===== src/rtl/kbd_input_conditioner_if.sv =====
// Signal bundle between the raw keypad/button front panel and the microwave controller.
// The master drives the raw panel inputs; the slave (the conditioner) returns clean events.
interface kbd_input_conditioner_if;
  logic [9:0] kbd;
  logic       startn;
  logic       stopn;
  logic       clearn;
  logic       door_closed;
  logic       key_valid;
  logic [3:0] key_code;
  logic       start_pulse;
  logic       stop_pulse;
  logic       clear_pulse;
  logic       door_closed_db;

  modport master (
    output kbd, startn, stopn, clearn, door_closed,
    input  key_valid, key_code, start_pulse, stop_pulse, clear_pulse, door_closed_db
  );

  modport slave (
    input  kbd, startn, stopn, clearn, door_closed,
    output key_valid, key_code, start_pulse, stop_pulse, clear_pulse, door_closed_db
  );
endinterface


===== src/rtl/kbd_input_conditioner.sv =====
// Keypad/button front end: 2-flop synchronisers, per-channel debouncers, a keypad
// IDLE/HELD machine and prioritised single-cycle button strobes.
module kbd_input_conditioner #(
  parameter int unsigned DEBOUNCE_CYCLES = 4
) (
  input logic                   clk,
  input logic                   reset,
  kbd_input_conditioner_if.slave bus
);

  localparam logic [7:0] DB_LAST = 8'(DEBOUNCE_CYCLES - 1);
  localparam logic [7:0] DB_MAX  = 8'(DEBOUNCE_CYCLES);

  // Button vector layout: {door, clearn, stopn, startn}; idle is door open, buttons released.
  localparam logic [3:0] BTN_IDLE = 4'b0111;

  typedef enum logic [1:0] {
    KIND_NONE    = 2'd0,
    KIND_DIGIT   = 2'd1,
    KIND_INVALID = 2'd2
  } kind_e;

  typedef struct packed {
    kind_e      kind;
    logic [3:0] idx;
  } kclass_t;

  typedef enum logic {
    IDLE,
    HELD
  } state_e;

  localparam kclass_t KCLASS_NONE = '{kind: KIND_NONE, idx: 4'd0};

  logic [9:0]      kbdMeta_q, kbdSync_q;
  logic [3:0]      btnMeta_q, btnSync_q;
  kclass_t         kbdClass;
  logic [3:0]      kbdOnes, kbdIdx;
  kclass_t         kbdCand_q, kbdStable_q, kbdStable_d;
  logic [7:0]      kbdCnt_q;
  logic [3:0]      btnCand_q, btnStable_q, btnStable_d;
  logic [3:0][7:0] btnCnt_q;
  logic [2:0]      btnFall;
  state_e          state_q;
  logic            keyValid_q;
  logic [3:0]      keyCode_q;
  logic            startPulse_q, stopPulse_q, clearPulse_q;

  // Button synchronisers reset to the idle level so a held button is re-debounced with normal latency.
  always_ff @(posedge clk) begin
    if (reset) begin
      kbdMeta_q <= '0;
      kbdSync_q <= '0;
      btnMeta_q <= BTN_IDLE;
      btnSync_q <= BTN_IDLE;
    end else begin
      kbdMeta_q <= bus.kbd;
      kbdSync_q <= kbdMeta_q;
      btnMeta_q <= {bus.door_closed, bus.clearn, bus.stopn, bus.startn};
      btnSync_q <= btnMeta_q;
    end
  end

  always_comb begin
    kbdOnes  = '0;
    kbdIdx   = '0;
    kbdClass = KCLASS_NONE;
    for (int i = 0; i < 10; i++) begin
      if (kbdSync_q[i]) begin
        kbdOnes = kbdOnes + 4'd1;
        kbdIdx  = 4'(i);
      end
    end
    if (kbdOnes == 4'd1) begin
      kbdClass.kind = KIND_DIGIT;
      kbdClass.idx  = kbdIdx;
    end else if (kbdOnes != 4'd0) begin
      kbdClass.kind = KIND_INVALID;
    end
  end

  // Acceptance is computed combinationally so strobes register on the same edge the count completes.
  always_comb begin
    kbdStable_d = kbdStable_q;
    if ((kbdClass == kbdCand_q) && (kbdCnt_q >= DB_LAST)) begin
      kbdStable_d = kbdCand_q;
    end
    btnStable_d = btnStable_q;
    for (int i = 0; i < 4; i++) begin
      if ((btnSync_q[i] == btnCand_q[i]) && (btnCnt_q[i] >= DB_LAST)) begin
        btnStable_d[i] = btnCand_q[i];
      end
    end
  end

  always_ff @(posedge clk) begin
    if (reset) begin
      kbdCand_q   <= KCLASS_NONE;
      kbdCnt_q    <= '0;
      kbdStable_q <= KCLASS_NONE;
      btnCand_q   <= BTN_IDLE;
      btnCnt_q    <= '0;
      btnStable_q <= BTN_IDLE;
    end else begin
      if (kbdClass != kbdCand_q) begin
        kbdCand_q <= kbdClass;
        kbdCnt_q  <= '0;
      end else if (kbdCnt_q != DB_MAX) begin
        kbdCnt_q <= kbdCnt_q + 8'd1;
      end
      kbdStable_q <= kbdStable_d;
      for (int i = 0; i < 4; i++) begin
        if (btnSync_q[i] != btnCand_q[i]) begin
          btnCand_q[i] <= btnSync_q[i];
          btnCnt_q[i]  <= '0;
        end else if (btnCnt_q[i] != DB_MAX) begin
          btnCnt_q[i] <= btnCnt_q[i] + 8'd1;
        end
      end
      btnStable_q <= btnStable_d;
    end
  end

  // A digit is only accepted from a fully released keypad; roll-over and INVALID stay in HELD.
  always_ff @(posedge clk) begin
    if (reset) begin
      state_q    <= IDLE;
      keyValid_q <= 1'b0;
      keyCode_q  <= 4'd0;
    end else begin
      keyValid_q <= 1'b0;
      case (state_q)
        IDLE: begin
          if (kbdStable_d.kind == KIND_DIGIT) begin
            state_q    <= HELD;
            keyValid_q <= 1'b1;
            keyCode_q  <= kbdStable_d.idx;
          end else if (kbdStable_d.kind == KIND_INVALID) begin
            state_q <= HELD;
          end
        end
        HELD: begin
          if (kbdStable_d.kind == KIND_NONE) begin
            state_q <= IDLE;
          end
        end
        default: state_q <= IDLE;
      endcase
    end
  end

  assign btnFall = btnStable_q[2:0] & ~btnStable_d[2:0];

  always_ff @(posedge clk) begin
    if (reset) begin
      startPulse_q <= 1'b0;
      stopPulse_q  <= 1'b0;
      clearPulse_q <= 1'b0;
    end else begin
      clearPulse_q <= btnFall[2];
      stopPulse_q  <= btnFall[1] & ~btnFall[2];
      startPulse_q <= btnFall[0] & ~btnFall[1] & ~btnFall[2];
    end
  end

  assign bus.key_valid      = keyValid_q;
  assign bus.key_code       = keyCode_q;
  assign bus.start_pulse    = startPulse_q;
  assign bus.stop_pulse     = stopPulse_q;
  assign bus.clear_pulse    = clearPulse_q;
  assign bus.door_closed_db = btnStable_q[3];

endmodule


===== src/flat_wrapper.sv =====
// flat-port wrapper written by rule: the top's interface ports become plain ports
module kbd_input_conditioner_flat 
#(
  parameter int unsigned DEBOUNCE_CYCLES = 4
)
  (clk, reset, bus_kbd, bus_startn, bus_stopn, bus_clearn, bus_door_closed, bus_key_valid, bus_key_code, bus_start_pulse, bus_stop_pulse, bus_clear_pulse, bus_door_closed_db);
  kbd_input_conditioner_if bus_i ();
  input logic clk;
  input logic reset;
  input wire logic [$bits(bus_i.kbd)-1:0] bus_kbd;
  input wire logic [$bits(bus_i.startn)-1:0] bus_startn;
  input wire logic [$bits(bus_i.stopn)-1:0] bus_stopn;
  input wire logic [$bits(bus_i.clearn)-1:0] bus_clearn;
  input wire logic [$bits(bus_i.door_closed)-1:0] bus_door_closed;
  output wire logic [$bits(bus_i.key_valid)-1:0] bus_key_valid;
  output wire logic [$bits(bus_i.key_code)-1:0] bus_key_code;
  output wire logic [$bits(bus_i.start_pulse)-1:0] bus_start_pulse;
  output wire logic [$bits(bus_i.stop_pulse)-1:0] bus_stop_pulse;
  output wire logic [$bits(bus_i.clear_pulse)-1:0] bus_clear_pulse;
  output wire logic [$bits(bus_i.door_closed_db)-1:0] bus_door_closed_db;
  assign bus_i.kbd = bus_kbd;
  assign bus_i.startn = bus_startn;
  assign bus_i.stopn = bus_stopn;
  assign bus_i.clearn = bus_clearn;
  assign bus_i.door_closed = bus_door_closed;
  assign bus_key_valid = bus_i.key_valid;
  assign bus_key_code = bus_i.key_code;
  assign bus_start_pulse = bus_i.start_pulse;
  assign bus_stop_pulse = bus_i.stop_pulse;
  assign bus_clear_pulse = bus_i.clear_pulse;
  assign bus_door_closed_db = bus_i.door_closed_db;
  kbd_input_conditioner #(.DEBOUNCE_CYCLES(DEBOUNCE_CYCLES)) u_core (.clk(clk), .reset(reset), .bus(bus_i));
endmodule

===== config.mk =====
export PLATFORM = sky130hd
export DESIGN_NAME = kbd_input_conditioner_flat
export DESIGN_NICKNAME = d
export VERILOG_FILES = /design/src/rtl/kbd_input_conditioner_if.sv /design/src/rtl/kbd_input_conditioner.sv /design/src/flat_wrapper.sv
export SDC_FILE = /design/constraint.sdc
export NUM_CORES = 1
export LEC_CHECK = 0
export ABC_AREA = 1
export BUFFER_PORTS_ARGS = -buffer_cell sky130_fd_sc_hd__buf_4
export CAP_MARGIN = 20
export CORE_MARGIN = 5
export CORE_UTILIZATION = 40
export CTS_CLUSTER_DIAMETER = 100
export DETAILED_ROUTE_END_ITERATION = 6
export MAX_ROUTING_LAYER = met4
export SYNTH_ARGS = -nofsm -noshare
export SYNTH_HDL_FRONTEND = slang
export SYNTH_SLANG_ARGS = --single-unit

===== constraint.sdc =====
create_clock -name clk -period 9.6 [get_ports clk]
set_clock_uncertainty 0.2 [all_clocks]
set_input_delay 0.96 -clock clk [delete_from_list [all_inputs] [get_ports clk]]
set_output_delay 0.96 -clock clk [all_outputs]
set_load 0.01 [all_outputs]

==> results.sh, run 1 <==
export IMPL_grt_overflow_total=0
export IMPL_rr_endpoint="u_core.bus.key_code[3]"
export IMPL_endpoint="u_core.bus.key_code[3]"
export IMPL_cp_depth=45
export IMPL_cts_tree="built"
export IMPL_finalSetupViolCount=0
export IMPL_power_leakage_nw=2.61
export IMPL_synthDistinctLibCells=35
export IMPL_portBuffers=24
export IMPL_post_route_min_period_ns=6.78
export IMPL_path_buf_inv=8
export IMPL_nFillCells=1206
export IMPL_place_area_mm2=0.00522
export IMPL_final_antenna_net_count=0
export IMPL_ctsHoldBuffers=0
export IMPL_dieArea_mm2=0.0145
export IMPL_drive_gt1_frac=0.151
export IMPL_clk_pin_slew_ns=0.06
export IMPL_power_mw=0.935
export IMPL_globalplace_congestion=0.845
export IMPL_fin_area_mm2=0.00553
export IMPL_htreeDepth=3
export IMPL_drt_iter0_drc=132
export IMPL_clkSinkCount=97
export IMPL_synth_seq_cells=97
export IMPL_status="finished, final reports clean"
export IMPL_cts_root_buf="clkbuf_16"
export IMPL_yosysWarningCount=0
export IMPL_netlist_area_mm2=0.00488
export IMPL_worstPathArrival_ns=6.82
export IMPL_finalCritPeriodShare=0.706
export IMPL_setup_tns_ns=0
export IMPL_grt_max_degree=57
export IMPL_final_common_cell="nand2_1"
export IMPL_grt_pass1_vias=3876
export IMPL_worstSetupPathType="flop to flop"
export IMPL_fp_dieW_um=120
export IMPL_path_common_cell="nand2_1"
export IMPL_ctsLongestPathBuffers=2
export IMPL_cts_made_buffers=9
export IMPL_r2r_cells=45
export IMPL_crit_path_max_incr_delay_ns=0.37
export IMPL_cts_setup_buffers=0
export IMPL_crit_required_ns=9.64
export IMPL_dp_hpwl_mm=6.62
export IMPL_cp_max_fo=8
export IMPL_synth_seq_area_share=0.398
export IMPL_pwr_density_cell_mw_per_mm2=169
export IMPL_tightest_slew_ns=0.539
export IMPL_routed_wirelength_mm=8.52
export IMPL_endpoint_kind="flop"
export IMPL_slew_headroom=0.640
export IMPL_rsz0062_at_grt="false"
export IMPL_clock_fmax_mhz=147
export IMPL_synth_fp_nets=705
export IMPL_startpoint_type="flop"
export IMPL_antenna_cells=0
export IMPL_core_mm2=0.0120
export IMPL_ios=25
export IMPL_area_delta_synth_final_pct=13.3
export IMPL_cp_top_family="simple AND/OR/NAND/NOR gates"
export IMPL_drv_cap=0
export IMPL_wl_per_cell_um=10.0
export IMPL_startpoint="u_core.kbdSync_q[1]"
export IMPL_antenna_found_initial=0
export IMPL_synth_cells=668
export IMPL_grt_first_pass_wirelength_mm=15.5
export IMPL_layout_common_cells="120 x nand2_1, 118 x inv_1, 97 x dfxtp_1"
export IMPL_syn_area_per_cell_um2=7.30
export IMPL_track_usage=0.130
export IMPL_start_util=0.408
export IMPL_rr_startpoint="u_core.kbdSync_q[1]"
export IMPL_rows=40
export IMPL_vias=3929
export IMPL_reg2reg_slack_ns=2.82
export IMPL_ir_drop_mv=0.0981
export IMPL_vias_per_cell=4.63
export IMPL_insertion_delay_ns=0.34
export IMPL_die_h_um=120
export IMPL_holdCritPathClass="flop to flop"
export IMPL_drc=0
export IMPL_finalHoldViolCount=0
export IMPL_drt_pass1_iterations=4
export IMPL_report_final_slew_viol_count=0
export IMPL_nNetsFinal=734
export IMPL_crit_path_top_delay_cell="nor2_1"
export IMPL_cts_resized=0
==> where the power goes <==
group | switching (mW) | internal, mW | leakage [nW] | total, mW
logic | 0.0837 | 0.0518 | 1.67 | 0.135
clock network | 0.141 | 0.223 | 0.153 | 0.364
registers | 0.0141 | 0.422 | 0.791 | 0.436
total | 0.239 | 0.696 | 2.61 | 0.935
==> worst min-delay path by stage <==
stage                         from                  end  slack, ns  cells after the start
5_1_grt        u_core.kbdMeta_q[8]  u_core.kbdSync_q[8]       0.22                      2
4_1_cts        u_core.btnMeta_q[3]  u_core.btnSync_q[3]       0.21                      2
3_5_place_dp   u_core.btnMeta_q[3]  u_core.btnSync_q[3]       0.20                      2
6_report       u_core.kbdMeta_q[7]  u_core.kbdSync_q[7]       0.20                      2
3_3_place_gp   u_core.kbdMeta_q[1]  u_core.kbdSync_q[1]       0.19                      2
2_1_floorplan  u_core.btnMeta_q[3]  u_core.btnSync_q[3]       0.19                      2
==> synth_stat cells <==
master,instances,area (um2)
nand2_1,120,450
o21ai_0,14,70.1
nand2_4,5,56.3
o21a_1,1,7.51
a31oi_1,1,6.26
buf_1,1,3.75
nor3_1,11,55.1
nor3b_1,5,37.5
nor2_4,2,22.5
dfxtp_1,97,1940
a21oi_4,1,16.3
inv_2,7,26.3
nor2_1,90,338
or2_1,1,6.26
a21oi_1,32,160
nor2_2,4,25.0
o21bai_2,1,11.3
nor4_1,6,37.5
or2_2,13,81.3
nor3b_2,1,12.5
o21ai_2,1,8.76
nand4_1,11,68.8
a211oi_2,2,25.0
nand3_4,2,35.0
clkbuf_1,5,18.8
ha_1,21,263
nand4_2,2,25.0
nand3_1,39,195
xor2_1,14,123
inv_1,118,443
nand2_2,17,106
nand3_2,10,100
xnor2_1,10,87.6
o211ai_1,1,7.51
clkinv_1,2,7.51
==> sequential cells by signal, summed over array words and instances (netlist names) <==
| register | flops |
|---|---|
| u_core.kbdStable_q | 6 |
| u_core.bus.clear_pulse | 1 |
| u_core.bus.start_pulse | 1 |
| u_core.kbdMeta_q | 10 |
| u_core.bus.stop_pulse | 1 |
| u_core.kbdSync_q | 10 |
| u_core.kbdCnt_q | 8 |
| u_core.btnStable_q | 4 |
| u_core.kbdCand_q | 6 |
| u_core.btnCand_q | 4 |
| u_core.bus.key_code | 4 |
| u_core.btnSync_q | 4 |
| u_core.btnCnt_q | 32 |
| u_core.bus.key_valid | 1 |
| u_core.state_q | 1 |
| u_core.btnMeta_q | 4 |
==> per-layer routing <==
layer,up-vias,part of all wire,global-route usage
li1,2128,-,-
met1,1761,0.45,0.136
met2,29,0.51,0.235
met3,11,0.024,0.0351
met4,0,0.016,0.0453
met5,-,0,-
==> worst register-to-register path, delay by kind of cell (launching register included) <==
| kind | cells | cell delay [ns] |
|---|---|---|
| DFF | 1 | 0.34 |
| and+or+nand+nor | 26 | 2.99 |
| adders and majority gates | 9 | 2.38 |
| buffers and inverters | 8 | 0.46 |
| AOI/OAI and AO/OA | 2 | 0.34 |
==> layout make-up <==
| cell class | instances | area (um2) | share of cell area |
|---|---|---|---|
| Sequential cell | 97 | 1940 | 0.351 |
| Clock inverter | 2 | 35.0 | 0.00633 |
| Clock buffer | 14 | 274 | 0.0495 |
| Multi-Input combinational cell | 438 | 2440 | 0.441 |
| Tap cell | 147 | 184 | 0.0333 |
| Inverter | 127 | 477 | 0.0862 |
| Timing Repair Buffer | 24 | 180 | 0.0326 |
==> stage by stage <==
stage	utilization	worst slack, ns	cells	hold slack [ns]
floorplan	-	3.36	668	0.188
global placement	0.437	3.06	833	0.191
detailed placement	0.437	2.80	833	0.196
CTS	0.462	2.77	849	0.207
global route	0.462	2.07	849	0.221
finish	0.462	2.82	849	0.204
==> cell families (layout without fill, tap and decap cells) <==
logic type      count (synthesis)  after routing  share of synthesized area
compound gates                 54             54                     0.0641
xor+xnor                       24             24                     0.0431
fa+ha+maj                      21             21                     0.0538
buf+inv                       133            167                      0.102
flops                          97             97                      0.398
simple gates                  339            339                      0.339
No activity file was read; power rests on OpenSTA's default activity.
==> run 2: changes to the inputs <==
==> constraint.sdc (replaced) <==
create_clock -name clk -period 6 [get_ports clk]
set_clock_uncertainty 0.2 [all_clocks]
set_input_delay 0.6 -clock clk [delete_from_list [all_inputs] [get_ports clk]]
set_output_delay 0.6 -clock clk [all_outputs]
set_load 0.01 [all_outputs]
==> results.sh, run 2 (synthesized netlist as in run 1, its figures left out) <==
export IMPL_status="finished, violations left"
export IMPL_violations="setup timing"
export IMPL_grt_max_degree=57
export IMPL_rr_endpoint="u_core.bus.key_code[0]"
export IMPL_cts_made_buffers=9
export IMPL_antenna_cells=0
export IMPL_cp_max_fo=8
export IMPL_clkSinkCount=97
export IMPL_holdCritPathClass="flop to flop"
export IMPL_reg_top3="u_core.btnCnt_q x32, u_core.kbdMeta_q x10, u_core.kbdSync_q x10"
export IMPL_layout_common_cells="109 x inv_1, 95 x dfxtp_1, 93 x nand2_1"
export IMPL_setup_ws_ns=-0.0867
export IMPL_insertion_delay_ns=0.33
export IMPL_nNetsFinal=800
export IMPL_finalSetupViolCount=4
export IMPL_internal_power_mw=1.17
export IMPL_wl_per_cell_um=11.2
export IMPL_routed_wirelength_mm=10.3
export IMPL_drt_iter0_drc=199
export IMPL_dp_hpwl_mm=6.62
export IMPL_power_mw=1.59
export IMPL_grt_first_pass_wirelength_mm=17.7
export IMPL_ir_drop_mv=0.161
export IMPL_p_sw_frac=0.266
export IMPL_globalplace_congestion=0.788
export IMPL_p_sw_mw=0.424
export IMPL_path_common_cell="ha_4"
export IMPL_final_common_cell="inv_1"
export IMPL_worstSetupPathType="flop to flop"
export IMPL_cts_tree="built"
export IMPL_worstHoldPathCells=2
export IMPL_r2r_cells=45
export IMPL_core_mm2=0.0120
export IMPL_clk_pin_slew_ns=0.06
export IMPL_drv_cap=0
export IMPL_dieArea_mm2=0.0145
export IMPL_antenna_found_initial=0
export IMPL_place_ws_ns=-0.238
export IMPL_crit_path_max_incr_delay_ns=0.33
export IMPL_endpoint_kind="flop"
export IMPL_finalHoldViolCount=0
export IMPL_vias_per_cell=4.63
export IMPL_htreeDepth=3
export IMPL_vias=4237
export IMPL_clock_fmax_mhz=164
export IMPL_grt_overflow_total=0
export IMPL_drive_gt1_frac=0.299
export IMPL_power_leakage_nw=2.95
export IMPL_pwr_share_comb=0.213
export IMPL_min_delay_start="u_core.kbdMeta_q[1]"
export IMPL_post_route_min_period_ns=6.09
export IMPL_max_flop_register="u_core.btnCnt_q"
export IMPL_portBuffers=24
export IMPL_fp_dieW_um=120
export IMPL_startpoint_type="flop"
export IMPL_grt_pass1_vias=4244
export IMPL_rsz0062_at_grt="true"
export IMPL_final_antenna_net_count=0
export IMPL_ctsLongestPathBuffers=2
export IMPL_rr_startpoint="u_core.kbdSync_q[1]"
export IMPL_drt_pass1_iterations=4
export IMPL_worstHoldEndpoint="u_core.kbdSync_q[1]"
export IMPL_crit_required_ns=6.04
export IMPL_pwr_density_cell_mw_per_mm2=252
export IMPL_worstPathArrival_ns=6.12
export IMPL_rows=40
export IMPL_finalCritPeriodShare=1.01
export IMPL_tightest_slew_ns=0.554
export IMPL_drc=0
export IMPL_report_final_slew_viol_count=0
export IMPL_area_delta_synth_final_pct=29.4
export IMPL_slew_headroom=0.630
export IMPL_clockPowerShare=0.349
export IMPL_die_h_um=120
export IMPL_largest_reg_flops=32
export IMPL_track_usage=0.149
export IMPL_cts_root_buf="clkbuf_16"
export IMPL_ios=25
export IMPL_reg2reg_slack_ns=-0.09
export IMPL_final_util=0.528
export IMPL_start_util=0.408
export IMPL_power_frac_seq=0.438
export IMPL_crit_path_top_delay_cell="dfxtp_2"
## run 2: cell count changes in the layout (fill, tap and decap cells not counted), moves of 8 or more
cell     delta
ha_4        +8
nand2_1    -27
inv_1       -9
nand2_4     +8
nand2_2    +19
ha_1        -9
buf_4      +62
## run 2: worst max-delay path by stage
stage / startpoint / end
floorplan: u_core.kbdSync_q[1] / u_core.bus.key_code[2]
global placement: u_core.kbdSync_q[1] / u_core.bus.key_code[3]
detailed placement: u_core.kbdSync_q[1] / u_core.bus.key_code[2]
CTS: u_core.kbdSync_q[1] / u_core.bus.key_code[2]
global route: u_core.kbdSync_q[1] / u_core.bus.key_code[2]
finish: u_core.kbdSync_q[1] / u_core.bus.key_code[0]
## run 2: final cells by class
type	instances	area, um2
clock buffer	13	250
clock inverter	3	40.0
fill	1088	5650
inverter	127	484
multi-input combinational	438	2720
sequential	97	1940
tap	147	184
timing repair buffer	90	691
## run 2: through the flow
| step | hold WS, ns | instance area (um2) | cells | TNS, ns |
|---|---|---|---|---|
| after detailed placement | 0.193 | 5380 | 849 | -1.23 |
| after floorplan | 0.188 | 4920 | 668 | 0 |
| after global placement | 0.191 | 5380 | 849 | -0.246 |
| final | 0.198 | 6320 | 915 | -0.327 |
| after CTS | 0.199 | 6040 | 909 | -0.425 |
| after global routing | 0.207 | 6320 | 915 | -2.55 |
## run 2: repair_timing
item | CTS | global route
hold buffers | 0 | 0
endpoints found under the setup margin | 6 | 20
setup buffers | 44 | 12
gates resized for setup | 18 | 56
pin swaps | 32 | 51
## run 2: power groups by stage
stage | registers, mW | logic (mW) | clock network [mW]
finish | 0.698 | 0.339 | 0.557
detailed placement | 0.711 | 0.241 | 0
global placement | 0.710 | 0.234 | 0
global route | 0.702 | 0.381 | 0.609
CTS | 0.697 | 0.290 | 0.579
floorplan | 0.707 | 0.177 | 0
## run 2: critical path, delay by kind of cell (launching register included)
kind	cells	cell delay, ns
compound gates	2	0.33
fa+ha+maj	9	2.09
buf+inv	8	0.37
flops	1	0.33
simple gates	26	2.65
## run 2: routing by layer
layer,vias up,share of wire,GRT usage
met4,0,0.031,0.0737
met2,46,0.50,0.261
met3,25,0.026,0.0313
li1,2256,-,-
met5,-,0,-
met1,1910,0.44,0.161
